File: src/rtl/sleep_arb_pkg.sv
// Shared types and constants for the sleep_arbiter block.
package sleep_arb_pkg;

  localparam int MS_W_DEF = 32;
  localparam int NREQ_MAX = 16;

  typedef enum logic [1:0] {
    S_IDLE  = 2'd0,
    S_ISSUE = 2'd1,
    S_WAIT  = 2'd2,
    S_DONE  = 2'd3
  } state_t;

  // Index width that stays legal for a single requester.
  function automatic int idx_w(input int n);
    return (n > 1) ? $clog2(n) : 1;
  endfunction

endpackage

File: src/rtl/sleep_arb_pick.sv
// Combinational winner selection over the pending requesters.
// SLEEP_ARB_RR_EN selects round-robin from i_rr_ptr; otherwise the lowest index wins.
module sleep_arb_pick
  import sleep_arb_pkg::*;
#(
  parameter int NREQ  = 4,
  parameter int IDX_W = idx_w(NREQ)
) (
  input  logic [NREQ-1:0]  i_pending,
`ifdef SLEEP_ARB_RR_EN
  input  logic [IDX_W-1:0] i_rr_ptr,
`endif
  output logic [NREQ-1:0]  o_onehot,
  output logic [IDX_W-1:0] o_idx,
  output logic             o_any
);

  logic [IDX_W-1:0] w_cand;
`ifdef SLEEP_ARB_RR_EN
  logic [IDX_W:0]   w_sum;
`endif

  always_comb begin
    o_onehot = '0;
    o_idx    = '0;
    o_any    = 1'b0;
    w_cand   = '0;
`ifdef SLEEP_ARB_RR_EN
    w_sum    = '0;
`endif
    for (int k = 0; k < NREQ; k++) begin
`ifdef SLEEP_ARB_RR_EN
      // Wrap explicitly so non-power-of-two NREQ still rotates correctly.
      w_sum = {1'b0, i_rr_ptr} + (IDX_W+1)'(k);
      if (w_sum >= (IDX_W+1)'(NREQ)) w_sum = w_sum - (IDX_W+1)'(NREQ);
      w_cand = w_sum[IDX_W-1:0];
`else
      w_cand = IDX_W'(k);
`endif
      if (!o_any && i_pending[w_cand]) begin
        o_any            = 1'b1;
        o_onehot[w_cand] = 1'b1;
        o_idx            = w_cand;
      end
    end
  end

endmodule

File: src/rtl/sleep_arbiter.sv
// Shares one downstream sleep unit among NREQ callers, one queued call per caller.
// Build option SLEEP_ARB_RR_EN: round-robin arbitration (default build: fixed priority).
module sleep_arbiter
  import sleep_arb_pkg::*;
#(
  parameter int NREQ = 4,
  parameter int MS_W = MS_W_DEF
) (
  input  logic                 __clk,
  input  logic                 __reset,
  input  logic [NREQ*MS_W-1:0] __p_ms,
  input  logic [NREQ-1:0]      __start,
  output logic [NREQ-1:0]      __valid,
  output logic [NREQ-1:0]      __idle,
  output logic [MS_W-1:0]      m_p_ms,
  output logic                 m_start,
  input  logic                 m_valid,
  input  logic                 m_idle,
  output logic [NREQ-1:0]      grant,
  output state_t               o_dbg_state
);

  localparam int IDX_W = idx_w(NREQ);

  // Handshake: a caller's __start is taken only while its __idle is high; the
  // call then completes with a one-cycle __valid and __idle rises the cycle after.
  // Downstream sees a one-cycle m_start and is only issued to while m_idle is high.

  state_t           r_state;
  logic [MS_W-1:0]  r_ms_q [NREQ];
  logic [NREQ-1:0]  r_pending;
  logic [NREQ-1:0]  r_valid;
  logic [NREQ-1:0]  r_idle;
  logic [NREQ-1:0]  r_grant;
  logic [MS_W-1:0]  r_m_p_ms;
  logic             r_m_start;
  logic [IDX_W-1:0] r_win;
`ifdef SLEEP_ARB_RR_EN
  logic [IDX_W-1:0] r_rr_ptr;
`endif

  logic [NREQ-1:0]  w_onehot;
  logic [IDX_W-1:0] w_idx;
  logic             w_any;

  sleep_arb_pick #(.NREQ(NREQ), .IDX_W(IDX_W)) u_pick (
    .i_pending (r_pending),
`ifdef SLEEP_ARB_RR_EN
    .i_rr_ptr  (r_rr_ptr),
`endif
    .o_onehot  (w_onehot),
    .o_idx     (w_idx),
    .o_any     (w_any)
  );

  always_ff @(posedge __clk) begin
    if (__reset) begin
      r_state   <= S_IDLE;
      r_pending <= '0;
      r_valid   <= '0;
      r_idle    <= '1;
      r_grant   <= '0;
      r_m_p_ms  <= '0;
      r_m_start <= 1'b0;
      r_win     <= '0;
`ifdef SLEEP_ARB_RR_EN
      r_rr_ptr  <= '0;
`endif
      for (int i = 0; i < NREQ; i++) r_ms_q[i] <= '0;
    end else begin
      case (r_state)
        S_IDLE: begin
          // Arbitrate over pending as registered; this cycle's captures wait a cycle.
          if (w_any && m_idle) begin
            r_grant   <= w_onehot;
            r_win     <= w_idx;
            r_m_p_ms  <= r_ms_q[w_idx];
            r_m_start <= 1'b1;
`ifdef SLEEP_ARB_RR_EN
            r_rr_ptr  <= (w_idx == IDX_W'(NREQ-1)) ? '0 : w_idx + IDX_W'(1);
`endif
            r_state   <= S_ISSUE;
          end
        end
        S_ISSUE: begin
          r_m_start <= 1'b0;
          r_state   <= S_WAIT;
        end
        S_WAIT: begin
          if (m_valid) begin
            r_valid[r_win]   <= 1'b1;
            r_pending[r_win] <= 1'b0;
            r_grant          <= '0;
            r_state          <= S_DONE;
          end
        end
        S_DONE: begin
          r_valid[r_win] <= 1'b0;
          r_idle[r_win]  <= 1'b1;
          r_state        <= S_IDLE;
        end
        default: r_state <= S_IDLE;
      endcase

      // The winner's idle is low until S_DONE, so capture never collides with the FSM.
      for (int i = 0; i < NREQ; i++) begin
        if (__start[i] && r_idle[i]) begin
          r_ms_q[i]    <= __p_ms[i*MS_W +: MS_W];
          r_pending[i] <= 1'b1;
          r_idle[i]    <= 1'b0;
        end
      end
    end
  end

  assign __valid     = r_valid;
  assign __idle      = r_idle;
  assign m_p_ms      = r_m_p_ms;
  assign m_start     = r_m_start;
  assign grant       = r_grant;
  assign o_dbg_state = r_state;

endmodule
File: config.mk
export PLATFORM = sky130hd
export DESIGN_NAME = sleep_arbiter
export DESIGN_NICKNAME = d
export VERILOG_FILES = /design/src/rtl/sleep_arb_pkg.sv /design/src/rtl/sleep_arb_pick.sv /design/src/rtl/sleep_arbiter.sv
export SDC_FILE = /design/constraint.sdc
export NUM_CORES = 1
export LEC_CHECK = 0
export ABC_CLOCK_PERIOD_IN_PS = 3750
export BUFFER_PORTS_ARGS = -buffer_cell sky130_fd_sc_hd__buf_2
export CORE_MARGIN = 2
export CORE_UTILIZATION = 45
export CTS_CLUSTER_SIZE = 30
export DETAILED_ROUTE_END_ITERATION = 8
export PLACE_DENSITY = 0.69
export SLEW_MARGIN = 40
export SYNTH_ARGS = -nofsm -noshare
export SYNTH_HDL_FRONTEND = slang
export SYNTH_SLANG_ARGS = --single-unit
File: constraint.sdc
create_clock -name __clk -period 3.75 [get_ports __clk]
set_input_delay 0.1875 -clock __clk [delete_from_list [all_inputs] [get_ports __clk]]
set_output_delay 0.1875 -clock __clk [all_outputs]
set_load 0.05 [all_outputs]
==> impl_metrics.ini <==
[outcome]
status = finished clean

[synth]
ys_ff_latch = 181
ys_seq_area_frac = 0.646
syn_area_um2 = 7600
yosysWarnings = 0
syn_nets = 715
syn_avg_cell_area_um2 = 13.2
ys_types = 39
syn_inst = 574

[placed_design]
dp_worst_setup_slack_ns = 1.37
placed_cell_area_um2 = 8700
gp_congestion = 0.788
dpl.cell_count = 949
dp_hpwl_mm = 12.5
numPortBuffers = 182

[finish]
layout.cells.non_filler = 982
multi_input_area_um2 = 2530
finish.utilization = 0.561
nNetsFinal = 889
area_delta_synth_final_pct = 21.9
seq_area_um2 = 4900
final_cell_mix = buf_2 (182), and2_1 (128), edfxtp_1 (128), dfxtp_1 (53), nor2_1 (43)
fin_area_um2 = 9260
drive_above_1_share = 0.343
final_common_cell = buf_2
fillers = 1383

[power]
leakage_nw = 3.88
p_int_mw = 3.77
power_switching_mw = 1.85
seq_power_share = 0.453
ir_worst_vdd_v = 0.000423
clkPwrFrac = 0.296
power_density_nw_per_um2 = 607
combPwrFrac = 0.251
swShare = 0.330

[global_routing]
grtUsageMet2 = 0.356
grt_overflow_total = 0
grt.busiest_layer = met2
grt_pass1_vias = 5462
use_met3 = 0.0431
antenna_found_initial = 1
met1_usage = 0.278
track_usage = 0.213
grt_pass1_wl_mm = 28.8
grt_max_degree = 33

[die]
die_y_um = 134
die_x_um = 134
rows = 47
pin_count = 183
die-area_um2 = 17900
start_util = 0.460
core-area_um2 = 16500

[worst_setup_path]
reg2reg_depth = 6
arrival_ns = 2.66
rr_startpoint = o_dbg_state[0]
critPathKind = flop to flop
critPathMaxFanout = 21
setup.worst_path.start_class = flop
timing.reg2reg.setup_slack_ns = 1.39
r2r-end = m_p_ms[22]
cp-end-kind = flop
worstPathRequired_ns = 4.05

[flow_run]
max-cap-violations = 0

[worst_hold_path]
worstHoldStart = __p_ms[37]
holdPathStages = 2
hp-class = input port to flop
worstHoldEndpoint = r_ms_q[1][5]

[routing]
detail_route.wl_per_cell_um = 19.1
drtPass1Iterations = 5
routed_wirelength_mm = 18.7
drt_iter0_markers = 326
postRouteAntennaNets = 0
drc = 0
viasPerCell = 5.26
vias = 5167

[clock_network]
cts_resized = 0
clockBufferDepth = 2
cts_buffers = 17
cts_sinks = 181
root_buffer = clkbuf_16
clk_latency_ns = 0.42
htreeDepth = 4
cts_setup_buffers = 0
clk_pin_slew_ns = 0.07
cts_tree = done
holdBufCountCts = 0

[timing]
max_freq_mhz = 424
rsz0062_at_grt = no
finalHoldViolCount = 0
setup_violations = 0
relSlewSlack = 0.483
finClkSkew_ns = 0.0103
fin_crit_sh = 0.628
layout_min_cycle_time_ns = 2.36
drv_slew = 0
fin_ws_ns = 1.39
tightest_slew_ns = 0.774
fin_tns_setup_ns = 0
-- state kept, by name, summed over array words and instances (netlist names), named ones only --
| signal | cells |
|---|---|
| __idle | 4 |
| grant | 4 |
| m_p_ms | 32 |
| m_start | 1 |
| o_dbg_state | 2 |
| r_ms_q | 128 |
| r_pending | 4 |
| r_win | 2 |
-- logic make-up (layout without fill, tap and decap cells) --
group / count (synthesis) / after routing / synth area share
adders and majority gates: 5 / 5 / 0.00823
DFF: 181 / 181 / 0.646
muxes: 34 / 34 / 0.0448
buffers and inverters: 40 / 227 / 0.0296
other: 0 / 1 / 0
and+or+nand+nor: 217 / 217 / 0.158
AOI/OAI and AO/OA: 97 / 97 / 0.114
-- routing by layer --
| layer | share of wire | vias up |
|---|---|---|
| li1 | - | 2448 |
| met1 | 0.44 | 2489 |
| met2 | 0.48 | 208 |
| met3 | 0.065 | 22 |
| met4 | 0.018 | 0 |
| met5 | 0 | - |
-- power by group through the flow --
stage                     Sequential [mW]  Combinational [mW]  Clock [mW]
final                                2.55                1.41        1.66
after global routing                 2.57                1.51        1.76
after CTS                            2.55                1.42        1.68
after detailed placement             2.58                1.41           0
after global placement               2.58                1.37           0
after floorplan                      3.00               0.610           0
-- worst max-delay path, stage by stage, from the launching register on --
cell	delay, ns
dfxtp_1	0.41
inv_1	0.11
ha_1	0.28
nand4b_1	0.50
buf_4	0.38
o22ai_1	0.13
a2111oi_0	0.40
-- metrics by stage --
stage | hold WS, ns | power [mW]
final | 0.0363 | 5.62
after global routing | 0.0279 | 5.85
after CTS | 0.0237 | 5.64
after detailed placement | 0.458 | 4.00
after global placement | 0.451 | 3.95
after floorplan | 0.386 | 3.61
-- worst max path at each step --
stage | startpoint | end | slack, ns | cells after the start
after global placement | __reset | r_ms_q[2][7] | 1.48 | 3
final | o_dbg_state[0] | m_p_ms[22] | 1.39 | 6
after floorplan | o_dbg_state[0] | m_p_ms[10] | 1.65 | 6
after detailed placement | __reset | r_ms_q[1][6] | 1.37 | 3
after global routing | o_dbg_state[0] | m_p_ms[22] | 1.11 | 6
after CTS | o_dbg_state[0] | m_p_ms[25] | 1.40 | 6
-- cell type report --
cell class,instances,area share
Antenna cell,1,0.000270
Clock buffer,22,0.0501
Clock inverter,10,0.00892
Inverter,4,0.00162
Multi-Input combinational cell,353,0.273
Sequential cell,181,0.530
Tap cell,220,0.0297
Timing Repair Buffer,191,0.106
-- cells in the mapped netlist, drive strengths merged --
master,n,area share
and3b,1,0.0012
nor2b,2,0.0020
o22ai,36,0.030
o21bai,1,0.0015
o31a,1,0.0012
a2111oi,32,0.061
or2,1,0.00082
nor4,1,0.0016
nor3,2,0.0013
a21boi,1,0.00099
edfxtp,128,0.51
o41ai,1,0.0012
o221a,1,0.0015
o21ai,11,0.0072
buf,15,0.017
o21a,1,0.00099
nor2,49,0.025
or4b,1,0.0013
nand2b,4,0.0033
nand3b,2,0.0020
a21oi,9,0.0059
o31ai,1,0.00099
and2,128,0.11
nand3,1,0.00066
mux2i,34,0.045
o311ai,1,0.0012
ha,5,0.0082
clkbuf,21,0.010
nand4b,2,0.0023
dfxtp,53,0.14
inv,4,0.0020
nand2,23,0.011
a211oi,1,0.00099
No activity file was read; power rests on OpenSTA's default activity.
